==> config.mk <==
export PLATFORM = sky130hd
export DESIGN_NAME = bp_stream_cmd_responder
export DESIGN_NICKNAME = d
export VERILOG_FILES = /design/src/rtl/bp_stream_cmd_responder.sv
export SDC_FILE = /design/constraint.sdc
export NUM_CORES = 1
export LEC_CHECK = 0
export ABC_AREA = 1
export CAP_MARGIN = 10
export CORE_AREA = 2 2 483 485
export DETAILED_ROUTE_END_ITERATION = 10
export DIE_AREA = 0 0 485 487
export PLACE_DENSITY_LB_ADDON = 0.05
export SYNTH_ARGS = -nofsm -noshare
export SYNTH_HDL_FRONTEND = slang
export SYNTH_SLANG_ARGS = --single-unit
==> constraint.sdc <==
create_clock -name clk_i -period 4.6 [get_ports clk_i]
set_input_delay 0.46 -clock clk_i [delete_from_list [all_inputs] [get_ports clk_i]]
set_output_delay 0.46 -clock clk_i [all_outputs]
set_load 0.05 [all_outputs]
==> src/rtl/bp_stream_cmd_responder.sv <==
// bp_stream_cmd_responder
// Memory-side endpoint of the BedRock I/O command network. Accepts one io_cmd
// at a time, serializes it as an NBF packet {opcode, addr, data} onto an
// outbound flit stream (flit 0 = lowest bits), collects the data word for
// reads from the inbound flit stream, then answers with io_resp.
//
// Ports
//   clk_i, reset_n_i                   clock, asynchronous active-low reset
//   io_cmd_header_i/data_i/v_i         BedRock command in
//   io_cmd_yumi_o                      command consumed this cycle
//   io_resp_header_o/data_o/v_o        BedRock response out
//   io_resp_ready_i                    response accepted
//   stream_v_o/data_o, stream_ready_i  outbound NBF flits
//   stream_v_i/data_i, stream_ready_o  inbound read-return flits
//   busy_o                             high whenever not IDLE
//
// Header layout (LSB first): msg_type[3:0], addr, size[2:0], payload.
module bp_stream_cmd_responder #(
  parameter int unsigned paddr_width_p           = 40,
  parameter int unsigned cce_block_width_p       = 512,
  parameter int unsigned bedrock_payload_width_p = 16,
  parameter int unsigned stream_data_width_p     = 32,
  parameter int unsigned nbf_opcode_width_p      = 8,
  parameter int unsigned nbf_addr_width_p        = paddr_width_p,
  parameter int unsigned nbf_data_width_p        = 64,
  localparam int unsigned cce_mem_header_width_lp =
    4 + paddr_width_p + 3 + bedrock_payload_width_p
) (
  input  logic                               clk_i,
  input  logic                               reset_n_i,

  input  logic [cce_mem_header_width_lp-1:0] io_cmd_header_i,
  input  logic [cce_block_width_p-1:0]       io_cmd_data_i,
  input  logic                               io_cmd_v_i,
  output logic                               io_cmd_yumi_o,

  output logic [cce_mem_header_width_lp-1:0] io_resp_header_o,
  output logic [cce_block_width_p-1:0]       io_resp_data_o,
  output logic                               io_resp_v_o,
  input  logic                               io_resp_ready_i,

  output logic                               stream_v_o,
  output logic [stream_data_width_p-1:0]     stream_data_o,
  input  logic                               stream_ready_i,

  input  logic                               stream_v_i,
  input  logic [stream_data_width_p-1:0]     stream_data_i,
  output logic                               stream_ready_o,

  output logic                               busy_o
);

  // Header field positions
  localparam int unsigned type_w     = 4;
  localparam int unsigned addr_lsb   = type_w;
  localparam int unsigned size_lsb   = addr_lsb + paddr_width_p;

  // Packet and counter geometry
  localparam int unsigned pkt_w           = nbf_opcode_width_p + nbf_addr_width_p + nbf_data_width_p;
  localparam int unsigned nbf_num_flits_lp = (pkt_w + stream_data_width_p - 1) / stream_data_width_p;
  localparam int unsigned rd_num_flits_lp  = (nbf_data_width_p + stream_data_width_p - 1) / stream_data_width_p;
  localparam int unsigned pad_w           = nbf_num_flits_lp * stream_data_width_p;
  localparam int unsigned rd_buf_w        = rd_num_flits_lp * stream_data_width_p;
  localparam int unsigned max_flits       = (nbf_num_flits_lp > rd_num_flits_lp) ? nbf_num_flits_lp : rd_num_flits_lp;
  localparam int unsigned cnt_w           = $clog2(max_flits + 1);
  localparam int unsigned lanes           = cce_block_width_p / nbf_data_width_p;

  localparam logic [3:0] e_bedrock_mem_rd    = 4'd0;
  localparam logic [3:0] e_bedrock_mem_uc_rd = 4'd2;

  localparam logic [1:0] st_idle    = 2'd0;
  localparam logic [1:0] st_send    = 2'd1;
  localparam logic [1:0] st_wait_rd = 2'd2;
  localparam logic [1:0] st_resp    = 2'd3;

  logic [1:0]                         state, state_n;
  logic [cnt_w-1:0]                   cnt, cnt_n;
  logic [cce_mem_header_width_lp-1:0] hdr_r;
  logic [nbf_data_width_p-1:0]        data_r;
  logic                               is_rd_r;
  logic [1:0]                         sz_r;
  logic [rd_buf_w-1:0]                rd_buf;

  logic [3:0]                         cmd_type;
  logic [2:0]                         cmd_size;
  logic                               cmd_is_rd;
  logic [1:0]                         cmd_sz;
  logic [pad_w-1:0]                   packet;
  logic [stream_data_width_p-1:0]     flit;
  logic [nbf_data_width_p-1:0]        rd_word;
  logic                               unused_data;

  // Keep bytes below 2^sz, zero the rest
  function automatic logic [nbf_data_width_p-1:0] size_mask(input logic [1:0] sz);
    logic [nbf_data_width_p-1:0] m;
    m = '0;
    for (int unsigned i = 0; i < nbf_data_width_p / 8; i++) begin
      if (i < (32'd1 << sz)) m[i*8 +: 8] = 8'hFF;
    end
    return m;
  endfunction

  // Command decode; sizes above 8 bytes clamp to the dword code
  assign cmd_type  = io_cmd_header_i[type_w-1:0];
  assign cmd_size  = io_cmd_header_i[size_lsb +: 3];
  assign cmd_is_rd = (cmd_type == e_bedrock_mem_rd) || (cmd_type == e_bedrock_mem_uc_rd);
  assign cmd_sz    = (cmd_size > 3'd3) ? 2'd3 : cmd_size[1:0];

  // Only the low dword of command data is carried
  assign unused_data = ^io_cmd_data_i[cce_block_width_p-1:nbf_data_width_p];

  // NBF packet: opcode bit 4 marks a read, low bits carry the size code
  assign packet = pad_w'({nbf_opcode_width_p'({is_rd_r, 2'b00, sz_r}),
                          hdr_r[addr_lsb +: nbf_addr_width_p],
                          data_r});

  // Current outbound flit
  always_comb begin
    flit = '0;
    for (int unsigned k = 0; k < nbf_num_flits_lp; k++) begin
      if (cnt == cnt_w'(k)) flit = packet[k*stream_data_width_p +: stream_data_width_p];
    end
  end

  assign rd_word = rd_buf[nbf_data_width_p-1:0] & size_mask(sz_r);

  // State and counter registers
  always_ff @(posedge clk_i or negedge reset_n_i) begin
    if (!reset_n_i) begin
      state <= st_idle;
      cnt   <= '0;
    end else begin
      state <= state_n;
      cnt   <= cnt_n;
    end
  end

  // Next state, counter and handshake outputs
  always_comb begin
    state_n          = state;
    cnt_n            = cnt;
    io_cmd_yumi_o    = 1'b0;
    stream_v_o       = 1'b0;
    stream_data_o    = '0;
    stream_ready_o   = 1'b0;
    io_resp_v_o      = 1'b0;
    io_resp_header_o = '0;
    io_resp_data_o   = '0;
    busy_o           = (state != st_idle);
    case (state)
      st_idle: begin
        // reset_n_i in the term keeps yumi low while reset is held
        if (io_cmd_v_i && reset_n_i) begin
          io_cmd_yumi_o = 1'b1;
          cnt_n         = '0;
          state_n       = st_send;
        end
      end
      st_send: begin
        stream_v_o    = 1'b1;
        stream_data_o = flit;
        if (stream_ready_i) begin
          cnt_n = cnt + cnt_w'(1);
          if (cnt == cnt_w'(nbf_num_flits_lp - 1)) begin
            if (is_rd_r) begin
              cnt_n   = '0;
              state_n = st_wait_rd;
            end else begin
              state_n = st_resp;
            end
          end
        end
      end
      st_wait_rd: begin
        stream_ready_o = 1'b1;
        if (stream_v_i) begin
          cnt_n = cnt + cnt_w'(1);
          if (cnt == cnt_w'(rd_num_flits_lp - 1)) state_n = st_resp;
        end
      end
      st_resp: begin
        io_resp_v_o      = 1'b1;
        io_resp_header_o = hdr_r;
        io_resp_data_o   = is_rd_r ? {lanes{rd_word}} : '0;
        if (io_resp_ready_i) state_n = st_idle;
      end
      default: state_n = st_idle;
    endcase
  end

  // Command capture and read-return assembly
  always_ff @(posedge clk_i or negedge reset_n_i) begin
    if (!reset_n_i) begin
      hdr_r   <= '0;
      data_r  <= '0;
      is_rd_r <= 1'b0;
      sz_r    <= 2'd0;
      rd_buf  <= '0;
    end else begin
      if (io_cmd_yumi_o) begin
        hdr_r   <= io_cmd_header_i;
        data_r  <= io_cmd_data_i[nbf_data_width_p-1:0] & size_mask(cmd_sz);
        is_rd_r <= cmd_is_rd;
        sz_r    <= cmd_sz;
      end
      if (state == st_wait_rd && stream_v_i) begin
        for (int unsigned k = 0; k < rd_num_flits_lp; k++) begin
          if (cnt == cnt_w'(k)) rd_buf[k*stream_data_width_p +: stream_data_width_p] <= stream_data_i;
        end
      end
    end
  end

endmodule

Word level (Yosys, flattened, before mapping)
Cells that the tools add are included.

Add/subtract/negate cells: 1. Magnitude comparators: 17. Equality and inequality tests: 13. Shift operators: 2. Muxes and demuxes: 52. Bitwise gates (word level): 2. Reduce and logical (&&, ||, !) cells: 12.

Operator list (count): $mux 512 (2); $lt 3x32->1 const A (8); $mux 8 (24); $mux 32 (5); $and 64x64->64 (2); $lt 1x32->1 const A (4); $lt 2x32->1 const A (4); $shl 1x2->32 const A (2); $mux 63 (1); $mux 3 (5); $mux 2 (7); $ne 2x2->1 const B (5); $pmux 3 s3 (1); $pmux 2 s4 (1); $eq 3x2->1 const B (2); $mux 1 (6); $reduce_and 6->1 (1); $eq 2x2->1 const B (2); $eq 4x2->1 const B (1); $logic_not 4->1 (1); $reduce_and 2->1 (2); $reduce_and 4->1 (1); $add 3x1->3 const B (1); $eq 3x1->1 const B (1); 9 further kinds (10).

Flip-flop bits (word level): 199. Bits of input ports: 613. Output and inout bits: 612. Logic and storage cells: 107.

Logic depth before layout (Yosys ltp)
Gate-level depths: netlist (run 1).

Word-level depth: 7. Depth in mapped cells: 10. Depth with buffers taken out: 9.

Worst setup path before layout (run 1)
No wires, ideal clock.

Path kind: flip-flop to output port. From: reg state[0]. To: out io_resp_data_o[142]. Arrival: 3432 ps. Path slack: 708 ps. Cell stages (with the launch flop): 7. Path buffers: 3. Cells stage by stage: dfrtp_1 ha_1 nand2_1 buf_2 buf_1 nor3b_1 buf_4.

Word-level cells in the longest chain between the ends: 2.

RTL lines: from (decl) (line 76) `logic [1:0] state, state_n;`; from (signal assigned) (line 130) `state <= st_idle;`; from (signal assigned) (line 133) `state <= state_n;`; $eq 2x2->1 (line 150) `case (state)`; $mux 512 (line 150); to (decl) (line 38) `output logic [cce_block_width_p-1:0] io_resp_data_o,`.

Every way passes these cells.

Final worst setup path (run 1)
From: reg sz_r[1]. To: out io_resp_data_o[120].

Word-level cells in the longest chain between the ends: 6.

RTL lines: from (decl) (line 81) `logic [1:0] sz_r;`; from (signal assigned) (line 204) `sz_r <= cmd_sz;`; $shl 1x2->32 (line 98) `if (i < (32'd1 << sz)) m[i*8 +: 8] = 8'hFF;`; $lt 3x32->1 (line 98); $mux 8 (line 98); $and 64x64->64 (line 125) `assign rd_word = rd_buf[nbf_data_width_p-1:0] & size_mask(sz_r);`; $mux 512 (line 184) `io_resp_data_o = is_rd_r ? {lanes{rd_word}} : '0;`; $mux 512 (line 150).

Every way passes these cells.

==> results of run 1 <==
[path summary, 6_finish.rpt]
kind / from / end / cells after the start
max in group asynchronous: reset_n_i / data_r[56] / 4
hold reg to reg: hdr_r[52] / hdr_r[52] / 2
setup reg to reg: state[0] / data_r[23] / 9
hold / removal: reset_n_i / hdr_r[57] / 2
setup / recovery: sz_r[1] / io_resp_data_o[120] / 3
min in group clk_i: io_cmd_header_i[60] / hdr_r[60] / 3
[registers in the layout (all words and copies together) (netlist names)]
name and count:
is_rd_r 1, cnt 3, state 2, hdr_r 63, rd_buf 64, data_r 64, sz_r 2
[layout make-up]
type / count / share of cell area (%)
well taps: 3043 / 17.3
clock buffers: 17 / 1.93
diodes: 4 / 0.0454
multi-input cells: 844 / 17.6
flip-flops and latches: 199 / 22.6
clock inverters: 15 / 0.874
inverters: 188 / 3.21
repair buffers: 843 / 36.5
[layer usage]
layer | vias up | part of all wire (%)
met5 | - | 0.28
met3 | 74 | 8.6
met4 | 40 | 0.81
met2 | 593 | 47
met1 | 5759 | 43
li1 | 5615 | -
[cell usage after synthesis (all sizes together)]
cell	count	area share, %
a21oi	14	0.53
a31oi	20	0.94
buf	502	28
clkbuf	24	0.73
clkinv	1	0.028
dfrtp	199	38
ha	13	1.2
inv	187	5.3
nand2	494	14
nand3	88	3.3
nand3b	1	0.057
nand4	1	0.047
nor2	33	1.0
nor3b	40	2.3
o211ai	1	0.057
o21ai	138	5.2
o22ai	1	0.047
[per-stage QoR]
stage	setup WS [ps]	cell area (µm²)	util (%)	hold slack, ps	total power (µW)
floorplan	708	13300	-	164	5880
global placement	601	21400	9.25	339	8100
detailed placement	630	21400	9.25	344	8040
CTS	72.1	22000	9.53	279	10000
global route	0.354	22100	9.53	301	10500
finish	341	22100	9.53	338	9590
[critical path: stages, from the launching register on]
cell	delay (ps)
dfrtp_1	760
nand2_2	530
nor3b_2	960
clkdlybuf4s50_1	960
[power by group through the flow]
stage	Clock [µW]	Sequential, µW	Combinational, µW
finish	1810	3210	4580
global route	2010	3340	5110
CTS	1970	3240	4800
detailed placement	0	3260	4780
global placement	0	3260	4840
floorplan	0	2940	2940
[logic make-up after synthesis]
logic type,count (synthesis)
buffers and inverters,714
AND/OR/NAND/NOR,657
flip-flops,199
AO/OA/AOI/OAI,174
adder cells (fa/ha/maj),13
[timing repair]
action / in CTS / in global routing
resized for setup: 1 / 1
endpoints found under the setup margin: 6 / 6
hold endpoints to repair: 22 / 0
hold buffers: 1 / 0
[cell usage in the layout, fill, tap and decap left out, drive strengths merged]
master | synthesis | final
nand3b | 1 | 1
dlygate4sd3 | 0 | 1
clkinv | 1 | 4
diode | 0 | 4
nor2 | 33 | 33
clkdlybuf4s50 | 0 | 565
buf | 502 | 277
a31oi | 20 | 20
o21ai | 138 | 138
o211ai | 1 | 1
o22ai | 1 | 1
nor3b | 40 | 40
ha | 13 | 13
inv | 187 | 196
bufinv | 0 | 1
nand3 | 88 | 88
clkbuf | 24 | 17
dfrtp | 199 | 199
nand2 | 494 | 494
a21oi | 14 | 14
nand4 | 1 | 1
clkinvlp | 0 | 2
==> run metrics, run 1 <==
status=finished, final reports clean; layout cell share with drive strength beyond 1=between 15 and 20%; Reg power frac=33.5%; DR vias=12081; IR drop worst, VDD=0.234 mV; startpoint types=register; post-synthesis adder-cell area fraction=under 10%; Cell Int Power=4760 µW; Post-DP HPWL=67.2 mm; Site Rows=177; vias in the first global route=12567; Avg Cell Area, Syn=7.54 µm²; synthesized net count=2383; Die Y=487 µm; met2 GRT Util=11.9%; Placed Instances=5116; H-tree lvl count=4; Leak=0.00928 µW; Synth Area in Simple Gates=20.8%; GP Congestion=0.645; footprint of the multi-input gates=3890 µm²; fin cells=5153; synthesized flop and latch total=199; cells after synthesis=1757; FF-to-FF setup slack=about 1800 ps; post-synthesis compound-gate area fraction=6.82%; # DRC=0; crit-path max FO=22; TritonCTS clock tree=done; Top Ports=1225; skew final=19.7 ps; Yosys cell types=25; kind of end point of the critical path=primary output; total CTS buffers=17; setup TNS=0 ps; vias per cell=~2.3; CP arrival=3800 ps; Final setup viols=0; fmax=235 MHz; Synthesis Warnings=0; GR peak layer=met2; GRT met3 Usage=3.08%; CTS Buffer Depth=2; Tot GR Track Use=7.03%; first-pass GRT wire length=114 mm; Req. time, crit path=~4100 ps; clock slew at reported path FFs=90 ps; crit path time final=about 4300 ps; RSZ-0062 raised after global routing=false; WL/cell=approximately 17 µm; post-synthesis sequential area ratio=37.6%; largest family of logic cells by synthesized area=buffers and inverters; final wirelength=85.1 mm; Pins Over Slew Limit=0; Synth-to-Final Area Change=66.4%; Root Buffer=clkbuf_16; initial antenna violation count=29; pin count of the biggest net entering global routing=around 130; post-synthesis mux area share=0%; Worst Setup Path Type=reg -> out; Comb power frac=around 48%; Final Cycle Share=92.6%; met1 GRT Util=8.31%; Placeable Area=231000 µm²; Switch Pwr=4830 µW; PortBufs=approximately 780; cell area after synthesis=13300 µm²; Net Sw Frac=50.4%; CTS Sinks=a little under 200; worst hold path class=in -> async; Layout Nets=2719; total congestion overflow=0; fill cell count=26904; Max-Cap Viols=0; Reg area=4980 µm²; XOR/XNOR share of the synthesized area=0%; Cell Pwr Density=435 nW/µm²; Final Hold Vio Count=0; worst slew pin tran=1080 ps; die area=236000 µm²; Starting Density=5.73%; Antenna Nets Post-Route=0; normalized max-slew margin=27.9%; chip width=485 µm; clock share of power=18.8%; clk_lat worst skew=between 500 and 600 ps; Post-CTS Setup Inserts=0; initial drt markers=476; drt pass-1 iters=4
(Power assumes the default switching activity.)
==> run 2: changes to the inputs <==
- HOLD_SLACK_MARGIN: not set -> 0.08
==> results of run 2 <==
Final layout, timing and power as in run 1 (identical DEF).
